[config.mk]
export PLATFORM = sky130hd
export DESIGN_NAME = piso_serial_tx
export DESIGN_NICKNAME = d
export VERILOG_FILES = /design/src/rtl/piso_serial_tx_pkg.sv /design/src/rtl/piso_serial_tx_dff_ar.sv /design/src/rtl/piso_serial_tx.sv
export SDC_FILE = /design/constraint.sdc
export NUM_CORES = 1
export LEC_CHECK = 0
export BUFFER_PORTS_ARGS = -buffer_cell sky130_fd_sc_hd__buf_4
export CORE_ASPECT_RATIO = 1.1
export CORE_MARGIN = 1
export CORE_UTILIZATION = 50
export DETAILED_ROUTE_END_ITERATION = 12
export PLACE_DENSITY = 0.84
export SLEW_MARGIN = 20
export SYNTH_ARGS = -nofsm -noshare
export SYNTH_HDL_FRONTEND = slang
export SYNTH_HIERARCHICAL = 1
export SYNTH_SLANG_ARGS = --single-unit
[constraint.sdc]
create_clock -name clk -period 2.55 [get_ports clk]
set_input_delay 0.765 -clock clk [delete_from_list [all_inputs] [get_ports clk]]
set_output_delay 0.765 -clock clk [all_outputs]
set_load 0.02 [all_outputs]
[src/rtl/piso_serial_tx_pkg.sv]
// Shared definitions for the bit-serial link (transmitter and matching receiver).
// Contents:
//   state_e   - frame FSM state encoding (IDLE / SHIFT / PARITY)
//   STATE_W   - width of the state encoding
//   cnt_width - bit-count register width for a given word width (minimum 1)
package piso_serial_tx_pkg;

    localparam int unsigned STATE_W = 2;

    typedef enum logic [STATE_W-1:0] {
        ST_IDLE   = 2'd0,
        ST_SHIFT  = 2'd1,
        ST_PARITY = 2'd2
    } state_e;

    // Count register width: enough to hold 0..width-1.
    function automatic int unsigned cnt_width(input int unsigned width);
        return (width < 32'd2) ? 32'd1 : unsigned'($clog2(width));
    endfunction

endpackage

[src/rtl/piso_serial_tx_dff_ar.sv]
// 1-bit D flip-flop with asynchronous active-high reset to 0.
// Ports:
//   clk - rising-edge clock
//   rst - asynchronous reset, active high
//   i_d - next value
//   o_q - registered value
module piso_serial_tx_dff_ar (
    input  logic clk,
    input  logic rst,
    input  logic i_d,
    output logic o_q
);

    always_ff @(posedge clk or posedge rst) begin
        if (rst) begin
            o_q <= 1'b0;
        end else begin
            o_q <= i_d;
        end
    end

endmodule

[src/rtl/piso_serial_tx.sv]
// Parallel-in/serial-out transmitter: accepts a WIDTH-bit word over valid/ready
// and shifts it out one bit per clock on sout, qualified by sout_valid.
// Optional feature macro: PISO_PARITY_EN appends an even-parity bit per frame.
// Parameters:
//   WIDTH     - data word width (>=2)
//   MSB_FIRST - 0: bit 0 first, 1: bit WIDTH-1 first
// Ports:
//   clk        - clock, rising edge
//   rst        - asynchronous reset, active high
//   load_valid - word offered on load_data
//   load_ready - block can accept a word (combinational, state==IDLE)
//   load_data  - parallel word, sampled only on the accept edge
//   sout       - serial data bit (registered)
//   sout_valid - sout carries a frame bit (registered)
//   busy       - frame in progress (state!=IDLE)
//   done       - one-cycle pulse in the first idle cycle after a frame (registered)
module piso_serial_tx
    import piso_serial_tx_pkg::*;
#(
    parameter int unsigned WIDTH     = 8,
    parameter int unsigned MSB_FIRST = 0
) (
    input  logic             clk,
    input  logic             rst,
    input  logic             load_valid,
    output logic             load_ready,
    input  logic [WIDTH-1:0] load_data,
    output logic             sout,
    output logic             sout_valid,
    output logic             busy,
    output logic             done
);

    localparam int unsigned      CNT_W    = cnt_width(WIDTH);
    localparam logic [CNT_W-1:0] CNT_LAST = CNT_W'(WIDTH - 1);

    logic [STATE_W-1:0] w_state_q;
    logic [STATE_W-1:0] w_state_d;
    state_e             w_state;
    state_e             w_state_nxt;

    logic [WIDTH-1:0]   r_shift;
    logic [WIDTH-1:0]   w_shift_nxt;
    logic [CNT_W-1:0]   r_cnt;
    logic [CNT_W-1:0]   w_cnt_nxt;

    logic               w_sout_nxt;
    logic               w_sout_valid_nxt;
    logic               w_done_nxt;

`ifdef PISO_PARITY_EN
    logic               r_parity;
    logic               w_parity_nxt;
`endif

    // State bits held in individual reset flops.
    for (genvar g = 0; g < int'(STATE_W); g++) begin : g_state_ff
        piso_serial_tx_dff_ar u_state_ff (
            .clk (clk),
            .rst (rst),
            .i_d (w_state_d[g]),
            .o_q (w_state_q[g])
        );
    end

    assign w_state   = state_e'(w_state_q);
    assign w_state_d = w_state_nxt;

    piso_serial_tx_dff_ar u_sout_ff (
        .clk (clk),
        .rst (rst),
        .i_d (w_sout_nxt),
        .o_q (sout)
    );

    piso_serial_tx_dff_ar u_sout_valid_ff (
        .clk (clk),
        .rst (rst),
        .i_d (w_sout_valid_nxt),
        .o_q (sout_valid)
    );

    piso_serial_tx_dff_ar u_done_ff (
        .clk (clk),
        .rst (rst),
        .i_d (w_done_nxt),
        .o_q (done)
    );

    // Shift register and bit counter.
    always_ff @(posedge clk or posedge rst) begin
        if (rst) begin
            r_shift <= '0;
            r_cnt   <= '0;
        end else begin
            r_shift <= w_shift_nxt;
            r_cnt   <= w_cnt_nxt;
        end
    end

`ifdef PISO_PARITY_EN
    // Parity of the captured word, latched at accept.
    always_ff @(posedge clk or posedge rst) begin
        if (rst) begin
            r_parity <= 1'b0;
        end else begin
            r_parity <= w_parity_nxt;
        end
    end
`endif

    // Next-state and next-output logic. The shift register always holds the
    // bits not yet sent, aligned so the next one sits at the outgoing end.
    always_comb begin
        w_state_nxt      = w_state;
        w_shift_nxt      = r_shift;
        w_cnt_nxt        = r_cnt;
        w_sout_nxt       = sout;
        w_sout_valid_nxt = sout_valid;
        w_done_nxt       = 1'b0;
`ifdef PISO_PARITY_EN
        w_parity_nxt     = r_parity;
`endif

        case (w_state)
            ST_IDLE: begin
                if (load_valid) begin
                    w_state_nxt      = ST_SHIFT;
                    w_cnt_nxt        = '0;
                    w_sout_valid_nxt = 1'b1;
`ifdef PISO_PARITY_EN
                    w_parity_nxt     = ^load_data;
`endif
                    if (MSB_FIRST != 0) begin
                        w_sout_nxt  = load_data[WIDTH-1];
                        w_shift_nxt = {load_data[WIDTH-2:0], 1'b0};
                    end else begin
                        w_sout_nxt  = load_data[0];
                        w_shift_nxt = {1'b0, load_data[WIDTH-1:1]};
                    end
                end
            end

            ST_SHIFT: begin
                if (r_cnt == CNT_LAST) begin
`ifdef PISO_PARITY_EN
                    w_state_nxt      = ST_PARITY;
                    w_sout_nxt       = r_parity;
`else
                    w_state_nxt      = ST_IDLE;
                    w_sout_nxt       = 1'b0;
                    w_sout_valid_nxt = 1'b0;
                    w_done_nxt       = 1'b1;
`endif
                end else begin
                    w_cnt_nxt = r_cnt + CNT_W'(1);
                    if (MSB_FIRST != 0) begin
                        w_sout_nxt  = r_shift[WIDTH-1];
                        w_shift_nxt = {r_shift[WIDTH-2:0], 1'b0};
                    end else begin
                        w_sout_nxt  = r_shift[0];
                        w_shift_nxt = {1'b0, r_shift[WIDTH-1:1]};
                    end
                end
            end

`ifdef PISO_PARITY_EN
            ST_PARITY: begin
                w_state_nxt      = ST_IDLE;
                w_sout_nxt       = 1'b0;
                w_sout_valid_nxt = 1'b0;
                w_done_nxt       = 1'b1;
            end
`endif

            default: begin
                w_state_nxt      = ST_IDLE;
                w_sout_nxt       = 1'b0;
                w_sout_valid_nxt = 1'b0;
            end
        endcase
    end

    assign load_ready = (w_state == ST_IDLE);
    assign busy       = (w_state != ST_IDLE);

endmodule

; Word level (Yosys, flattened, before mapping)
; Cells that the tools add are included.
[word_totals]
in_bits = 11
regBits = 16
output_inout_bits = 5
[op_classes]
eq_ne = 5
n_reduce_logical = 5
n_addsub = 1
n_mux = 17
[op_table]
columns = cell, n
row1 = $mux 8, 2
row2 = $pmux 8 s2, 1
row3 = $mux 1, 6
row4 = $mux 3, 2
row5 = $ne 2x2->1 const B, 3
row6 = $pmux 3 s2, 1
row7 = $mux 2, 2
row8 = $pmux 1 s2, 2
row9 = $pmux 2 s2, 1
row10 = $reduce_bool 2->1, 2
row11 = $add 3x1->3 const B, 1
row12 = $eq 3x3->1 const B, 1
row13 = $reduce_and 3->1, 1
row14 = $eq 2x1->1 const B, 1
row15 = $logic_not 2->1, 1
row16 = $reduce_and 2->1, 1

; Longest topological paths before layout
; Gate-level depths: netlist (run 1).
[logic_depth]
ltp_word = 3
mapped_depth = 6

; Cells and area by module
; The synthesis (run 1) kept the hierarchy.
[by_module_without_submodules]
columns = module, n_inst, seq_area_each_um2, area_per_inst_um2, cells_per_inst
row1 = piso_serial_tx, 1, 250.2, 609.3, 50
row2 = piso_serial_tx_dff_ar, 5, 25.0, 28.8, 2

; Worst setup path before layout (run 1)
; OpenSTA, ideal clock, no wires.
[synth_timing]
path_kind = register to register
from = register r_cnt[0]
to = register r_shift[0]
t_arrival_ns = 1.570
period_less_slack_ns = 1.695
stages_incl_launch_ff = 7
setup_time_ns = 0.125
required_ns = 2.425
path_slack_ns = 0.855
cell_sequence = dfrtp_1 > ha_1 > ha_1 > nand2b_1 > a21o_1 > inv_2 > mux2_4
[synth_between]
elab_chain_cells = 3
[synth_lines]
columns = item, line
row1 = "start, declared", piso_serial_tx.sv:44  ; logic [CNT_W-1:0] r_cnt;
row2 = "start signal, assigned", piso_serial_tx.sv:97  ; r_cnt <= w_cnt_nxt;
row3 = $eq 3x3->1, piso_serial_tx.sv:145  ; if (r_cnt == CNT_LAST) begin
row4 = $ne 2x2->1 (no line), --
row5 = $reduce_and 3->1 (no line), --
row6 = "end signal, assigned", piso_serial_tx.sv:96  ; r_shift <= w_shift_nxt;
row7 = "end, declared", piso_serial_tx.sv:42  ; logic [WIDTH-1:0] r_shift;
; No other way between the ends.
; A chain may end at the register's enable or synchronous reset.

; Worst setup path after layout (run 1)
[layout_timing]
from = register g_state_ff[0].u_state_ff.o_q
to = output port load_ready
[layout_between]
elab_chain_cells = 1
[layout_lines]
columns = item, line
row1 = "start, declared", piso_serial_tx_dff_ar.sv:11  ; output logic o_q
row2 = "start signal, assigned", piso_serial_tx_dff_ar.sv:18  ; o_q <= i_d;
row3 = $logic_not 2->1, piso_serial_tx.sv:184  ; assign load_ready = (w_state == ST_IDLE);
row4 = "end, declared", piso_serial_tx.sv:26  ; output logic load_ready,
; No other way between the ends.

==> results of run 1 <==
-- worst max-delay path by stage --
stage                     slack, ps  depth (start not counted)                              startpoint                endpoint
after detailed placement        750                          6                    r_cnt[0]$_DFFE_PP0P_  r_shift[4]$_DFFE_PP0P_
after global placement          780                          6                    r_cnt[0]$_DFFE_PP0P_  r_shift[2]$_DFFE_PP0P_
after CTS                       550                          3  g_state_ff[0].u_state_ff/o_q$_DFF_PP0_              load_ready
after floorplan                 860                          6                    r_cnt[0]$_DFFE_PP0P_  r_shift[0]$_DFFE_PP0P_
after global routing            490                          3  g_state_ff[0].u_state_ff/o_q$_DFF_PP0_              load_ready
final                           550                          3  g_state_ff[0].u_state_ff/o_q$_DFF_PP0_              load_ready
-- state kept, by name (all words and copies together) (netlist names) --
register	flops
r_cnt	3
u_sout_ff/o_q	1
g_state_ff.u_state_ff/o_q	2
r_shift	7
u_done_ff/o_q	1
u_sout_valid_ff/o_q	1
-- stage by stage --
stage / instances / setup WS [ps]
after global placement: 90 / 785
after floorplan: 60 / 855
after detailed placement: 90 / 750
after CTS: 94 / 547
after global routing: 94 / 490
final: 94 / 551
-- worst reg2reg max path, stage by stage (launching register included) --
cell and delay, ps:
dfrtp_1 400, ha_1 200, ha_1 220, nand2b_1 150, a21o_1 220, inv_2 190, mux2_4 320
-- cells by family after synthesis --
| logic type | synth area share, % |
|---|---|
| buffers and inverters | 6.48 |
| DFF | 49.8 |
| other | 0.498 |
| muxes | 26.7 |
| adders and majority gates | 3.32 |
| AOI/OAI and AO/OA | 5.98 |
| and+or+nand+nor | 7.14 |
-- layout by cell type (no fill, tap or decap), drive strengths merged --
cell type / count
a22o: 2
clkinv: 1
nand2: 4
or2: 1
ha: 2
inv: 10
a211oi: 2
nor2: 2
mux2: 13
conb: 1
nor2b: 1
a21o: 1
dfrtp: 15
mux2i: 1
buf: 15
nand2b: 3
clkbuf: 3
a21oi: 1
-- final cells by class --
cell class / instances / area, um^2 / area share, %
clock inverters: 1 / 5.00 / 0.555
repair buffers: 15 / 113 / 12.5
flip-flops and latches: 15 / 375 / 41.6
well taps: 16 / 20.0 / 2.22
clock buffers: 3 / 22.5 / 2.50
inverters: 10 / 37.5 / 4.16
multi-input cells: 34 / 329 / 36.5
-- power groups by stage --
stage | Clock [mW] | Sequential (mW) | Combinational, mW
finish | 0.137 | 0.304 | 0.134
global route | 0.145 | 0.310 | 0.147
CTS | 0.139 | 0.305 | 0.137
detailed placement | 0 | 0.309 | 0.136
global placement | 0 | 0.308 | 0.130
floorplan | 0 | 0.305 | 0.100
-- per-layer routing --
metal  GRT usage (%)  wire length (um)  up-vias
met2            27.3               580       19
met3            3.14                57        4
met4            12.4                34        0
met1            20.4               491      224
li1                -                 -      229
met5               0                 0        -
==> metrics, run 1 <==
async set-reset flop share out of synthesis=100%; cell family with most CP delay=flip-flops; Post-Syn Instances=60; initial antenna violation count=0; DP HPWL=879 um; # fillers=122; GRT overflow=0; # IOs=16; Post-CTS Setup Bufs=0; Core ar.=1380 um^2; clk buf depth=2; Relative slew margins=64.6%; largest net degree at the start of global routing=11; Final #Nets=92; RSZ-0062 raised after global routing=false; most common cell in the synthesized netlist=dfrtp_1; die area=1670 um^2; power share of the clock group=23.8%; Crit path largest cell delay=450 ps; initial DRC count=2; CTS tree=done; Leak=0.502 nW; register-to-register setup slack=730 ps; clk_lat worst skew=290 ps; CTS clock-pin slew for the worst setup and hold paths=100 ps; DR vias/cell=5.06; post-CTS sizing=0; setup violators final=0; Critical Path RT=1790 ps; first-pass GRT wire length=1930 um; reg2reg path depth=6; Yosys top cell area share=49.8%; sequential fraction of the synthesis area=49.8%; final non-filler cell area=902 um^2; reg-to-reg startpoint=r_cnt[0]$_DFFE_PP0P_; Final ANT Viol Nets=0; Setup CP Type=flop to output pin; via count=476; Reg power frac=52.9%; FF-to-FF End=r_shift[0]$_DFFE_PP0P_; Post-synth EDFFs=0; initial core utilization=54.4%; status=complete, no violations; DRC viols=0; CTS H-tree depth=1; Sink Count=15; Tmin final=2000 ps; Peak Freq=500 MHz; std cell rows=14; NetSw=0.153 mW; CP Launch Type=flop; Avg WL per Cell=12.4 um; synthesized area=753 um^2; Power per Cell Area=638 nW/um^2; final hold vios=0; vias in the first global route=479; post-route total power=0.575 mW; largest cells by area after synthesis=dfrtp_1, mux2_4, inv_1; DR pass1 iterations=4; DRT Wirelength=1160 um; Root Driver=clkbuf_4; area grow syn2layout=19.8%; die height=42.7 um; antenna fix cells=0; Critical Path Fanout Max=7; Mean Syn Cell Area=12.6 um^2; Mapped Nets=73; top post-synthesis cells by count=dfrtp_1, mux2_4, inv_1; internal cell power=0.422 mW; Final TNS setup=0 ps; RD Place Congestion=0.661; share of layout cells above drive strength 1=43.6%; critical-path cell list=or2_2, inv_1, buf_4; Hold-fix buffers, CTS=0; logic gate share of total power=23.3%; Crit path arrival time=1230 ps; final core utilization=65.2%; PortBufs=15; area leader, netlist=dfrtp_1; cts bufs inserted=3; Yosys reg bits=15; max cap viols=0; Worst Skew=11.7 ps; count of different cell masters after synthesis=18; synth warn=6; fin crit share=78.4%; VDD IR-drop max=0.371 mV; Cell Area, Placed=875 um^2; CP max-delay cell=dfrtp_1; Synth Flop Type=dfrtp_1; sw frac=26.6%; chip width=39.0 um; Tightest Pin Transition=531 ps; max-slew violations=0; Overall Global Routing Usage=17.4%; Worst Path Buf+Inv=2; worst hold slack=329 ps; Hold Crit Class=primary input to async pin; CP Capture Type=output pin
Note: power is estimated with default switching activity, not from simulation.
==> inputs of run 2 (changes only) <==
==> constraint.sdc (replaced) <==
create_clock -name clk -period 1.9 [get_ports clk]
set_input_delay 0.57 -clock clk [delete_from_list [all_inputs] [get_ports clk]]
set_output_delay 0.57 -clock clk [all_outputs]
set_load 0.02 [all_outputs]
==> metrics, run 2 (synthesized netlist as in run 1, its figures left out) <==
status=complete, no violations; Hold-fix buffers, CTS=0; # IOs=16; register-to-register setup slack=80 ps; DP HPWL=871 um; initial antenna violation count=0; FF-to-FF End=r_shift[2]$_DFFE_PP0P_; initial DRC count=6; CTS tree=done; PortBufs=15; initial core utilization=54.4%; Power per Cell Area=841 nW/um^2; reg-to-reg startpoint=r_cnt[0]$_DFFE_PP0P_; Reg power frac=53.6%; Setup CP Type=flop to flop; reg2reg path depth=6; logic gate share of total power=23.8%; first-pass GRT wire length=1980 um; area of the multi-input gates=329 um^2; final core utilization=65.7%; max cap viols=0; Final ANT Viol Nets=0; fin crit share=95.6%; max-slew violations=0; largest net degree at the start of global routing=11; antenna fix cells=0; setup violators final=0; DRT Wirelength=1130 um; DR pass1 iterations=4; Worst Skew=5.75 ps; DRC viols=0; CTS H-tree depth=1; setup ws final=84.5 ps; final hold vios=0; die height=42.7 um; VDD IR-drop max=0.474 mV; share of layout cells above drive strength 1=44.3%; clk buf depth=2; cts bufs inserted=3; max FFs per register=7; Core ar.=1380 um^2; RSZ-0062 raised after global routing=false; Avg WL per Cell=11.9 um; Final TNS setup=0 ps; internal cell power=0.568 mW; CTS clock-pin slew for the worst setup and hold paths=90 ps; Biggest register=r_shift; Critical Path Fanout Max=8; Root Driver=clkbuf_4; # fillers=119; largest registers=r_shift (7), r_cnt (3), g_state_ff.u_state_ff/o_q (2); CP Capture Type=flop; power share of the clock group=22.6%; clk_lat worst skew=280 ps; RD Place Congestion=0.662; most frequent cells in the layout=buf_4, dfrtp_1, mux2_4; Critical Path RT=2060 ps; chip width=39.0 um; Overall Global Routing Usage=17.5%; Hold Crit Class=primary input to async pin; GRT overflow=0; Peak Freq=551 MHz; std cell rows=14; vias in the first global route=515; Final #Nets=93; Leak=0.506 nW; Tmin final=1820 ps; die area=1670 um^2; Sink Count=15; Post-CTS Setup Bufs=0; via count=476; post-CTS sizing=0; DR vias/cell=5.01; area grow syn2layout=20.8%; NetSw=0.197 mW; flip-flop and latch area=375 um^2; Crit path arrival time=1980 ps; CP Launch Type=flop; commonest non-fill, non-tap cell in the layout=buf_4; sw frac=25.7%; pre-CTS setup slack=117 ps
==> run 2: changes by cell type in the layout (fill, tap and decap cells not counted) <==
cell,change
buf_4,+1
==> run 2: power by group through the flow <==
| stage | registers (mW) | logic, mW | clock network, mW |
|---|---|---|---|
| finish | 0.410 | 0.182 | 0.173 |
| global route | 0.416 | 0.198 | 0.196 |
| CTS | 0.410 | 0.184 | 0.184 |
| detailed placement | 0.415 | 0.184 | 0 |
| global placement | 0.414 | 0.176 | 0 |
| floorplan | 0.410 | 0.135 | 0 |
==> run 2: stage by stage <==
stage / area (um^2) / std cells / total power, mW / hold slack (ps)
after global placement: 882 / 91 / 0.590 / 450
final: 910 / 95 / 0.765 / 148
after CTS: 910 / 95 / 0.778 / 134
after detailed placement: 882 / 91 / 0.599 / 448
after global routing: 910 / 95 / 0.811 / 132
after floorplan: 753 / 60 / 0.544 / 299
==> run 2: routing by layer <==
layer / share of wire, % / track usage (%) / up-vias
met3: 5.4 / 3.14 / 2
li1: - / - / 232
met1: 44 / 19.9 / 228
met2: 49 / 29.3 / 14
met4: 1.2 / 10.3 / 0
met5: 0 / 0 / -
==> run 2: worst max path at each step <==
stage                    startpoint                     end  cells past startpoint
6_report       r_cnt[0]$_DFFE_PP0P_  r_shift[2]$_DFFE_PP0P_                      6
5_1_grt        r_cnt[0]$_DFFE_PP0P_  r_shift[0]$_DFFE_PP0P_                      6
2_1_floorplan  r_cnt[0]$_DFFE_PP0P_  r_shift[0]$_DFFE_PP0P_                      6
3_5_place_dp   r_cnt[0]$_DFFE_PP0P_  r_shift[3]$_DFFE_PP0P_                      6
3_3_place_gp   r_cnt[0]$_DFFE_PP0P_  r_shift[2]$_DFFE_PP0P_                      6
4_1_cts        r_cnt[0]$_DFFE_PP0P_  r_shift[4]$_DFFE_PP0P_                      6
==> run 2: final cells by class <==
type                       count  area share (%)
clock inverter                 1           0.550
sequential                    15            41.3
inverter                      10            4.13
tap                           16            2.20
clock buffer                   3            2.48
multi-input combinational     34            36.2
timing repair buffer          16            13.2
==> run 2: worst max-delay path, stage by stage, from the launching register on <==
cell and delay (ps):
dfrtp_1 400, ha_1 200, ha_1 210, nand2b_1 150, a21o_1 220, inv_2 200, mux2_4 320
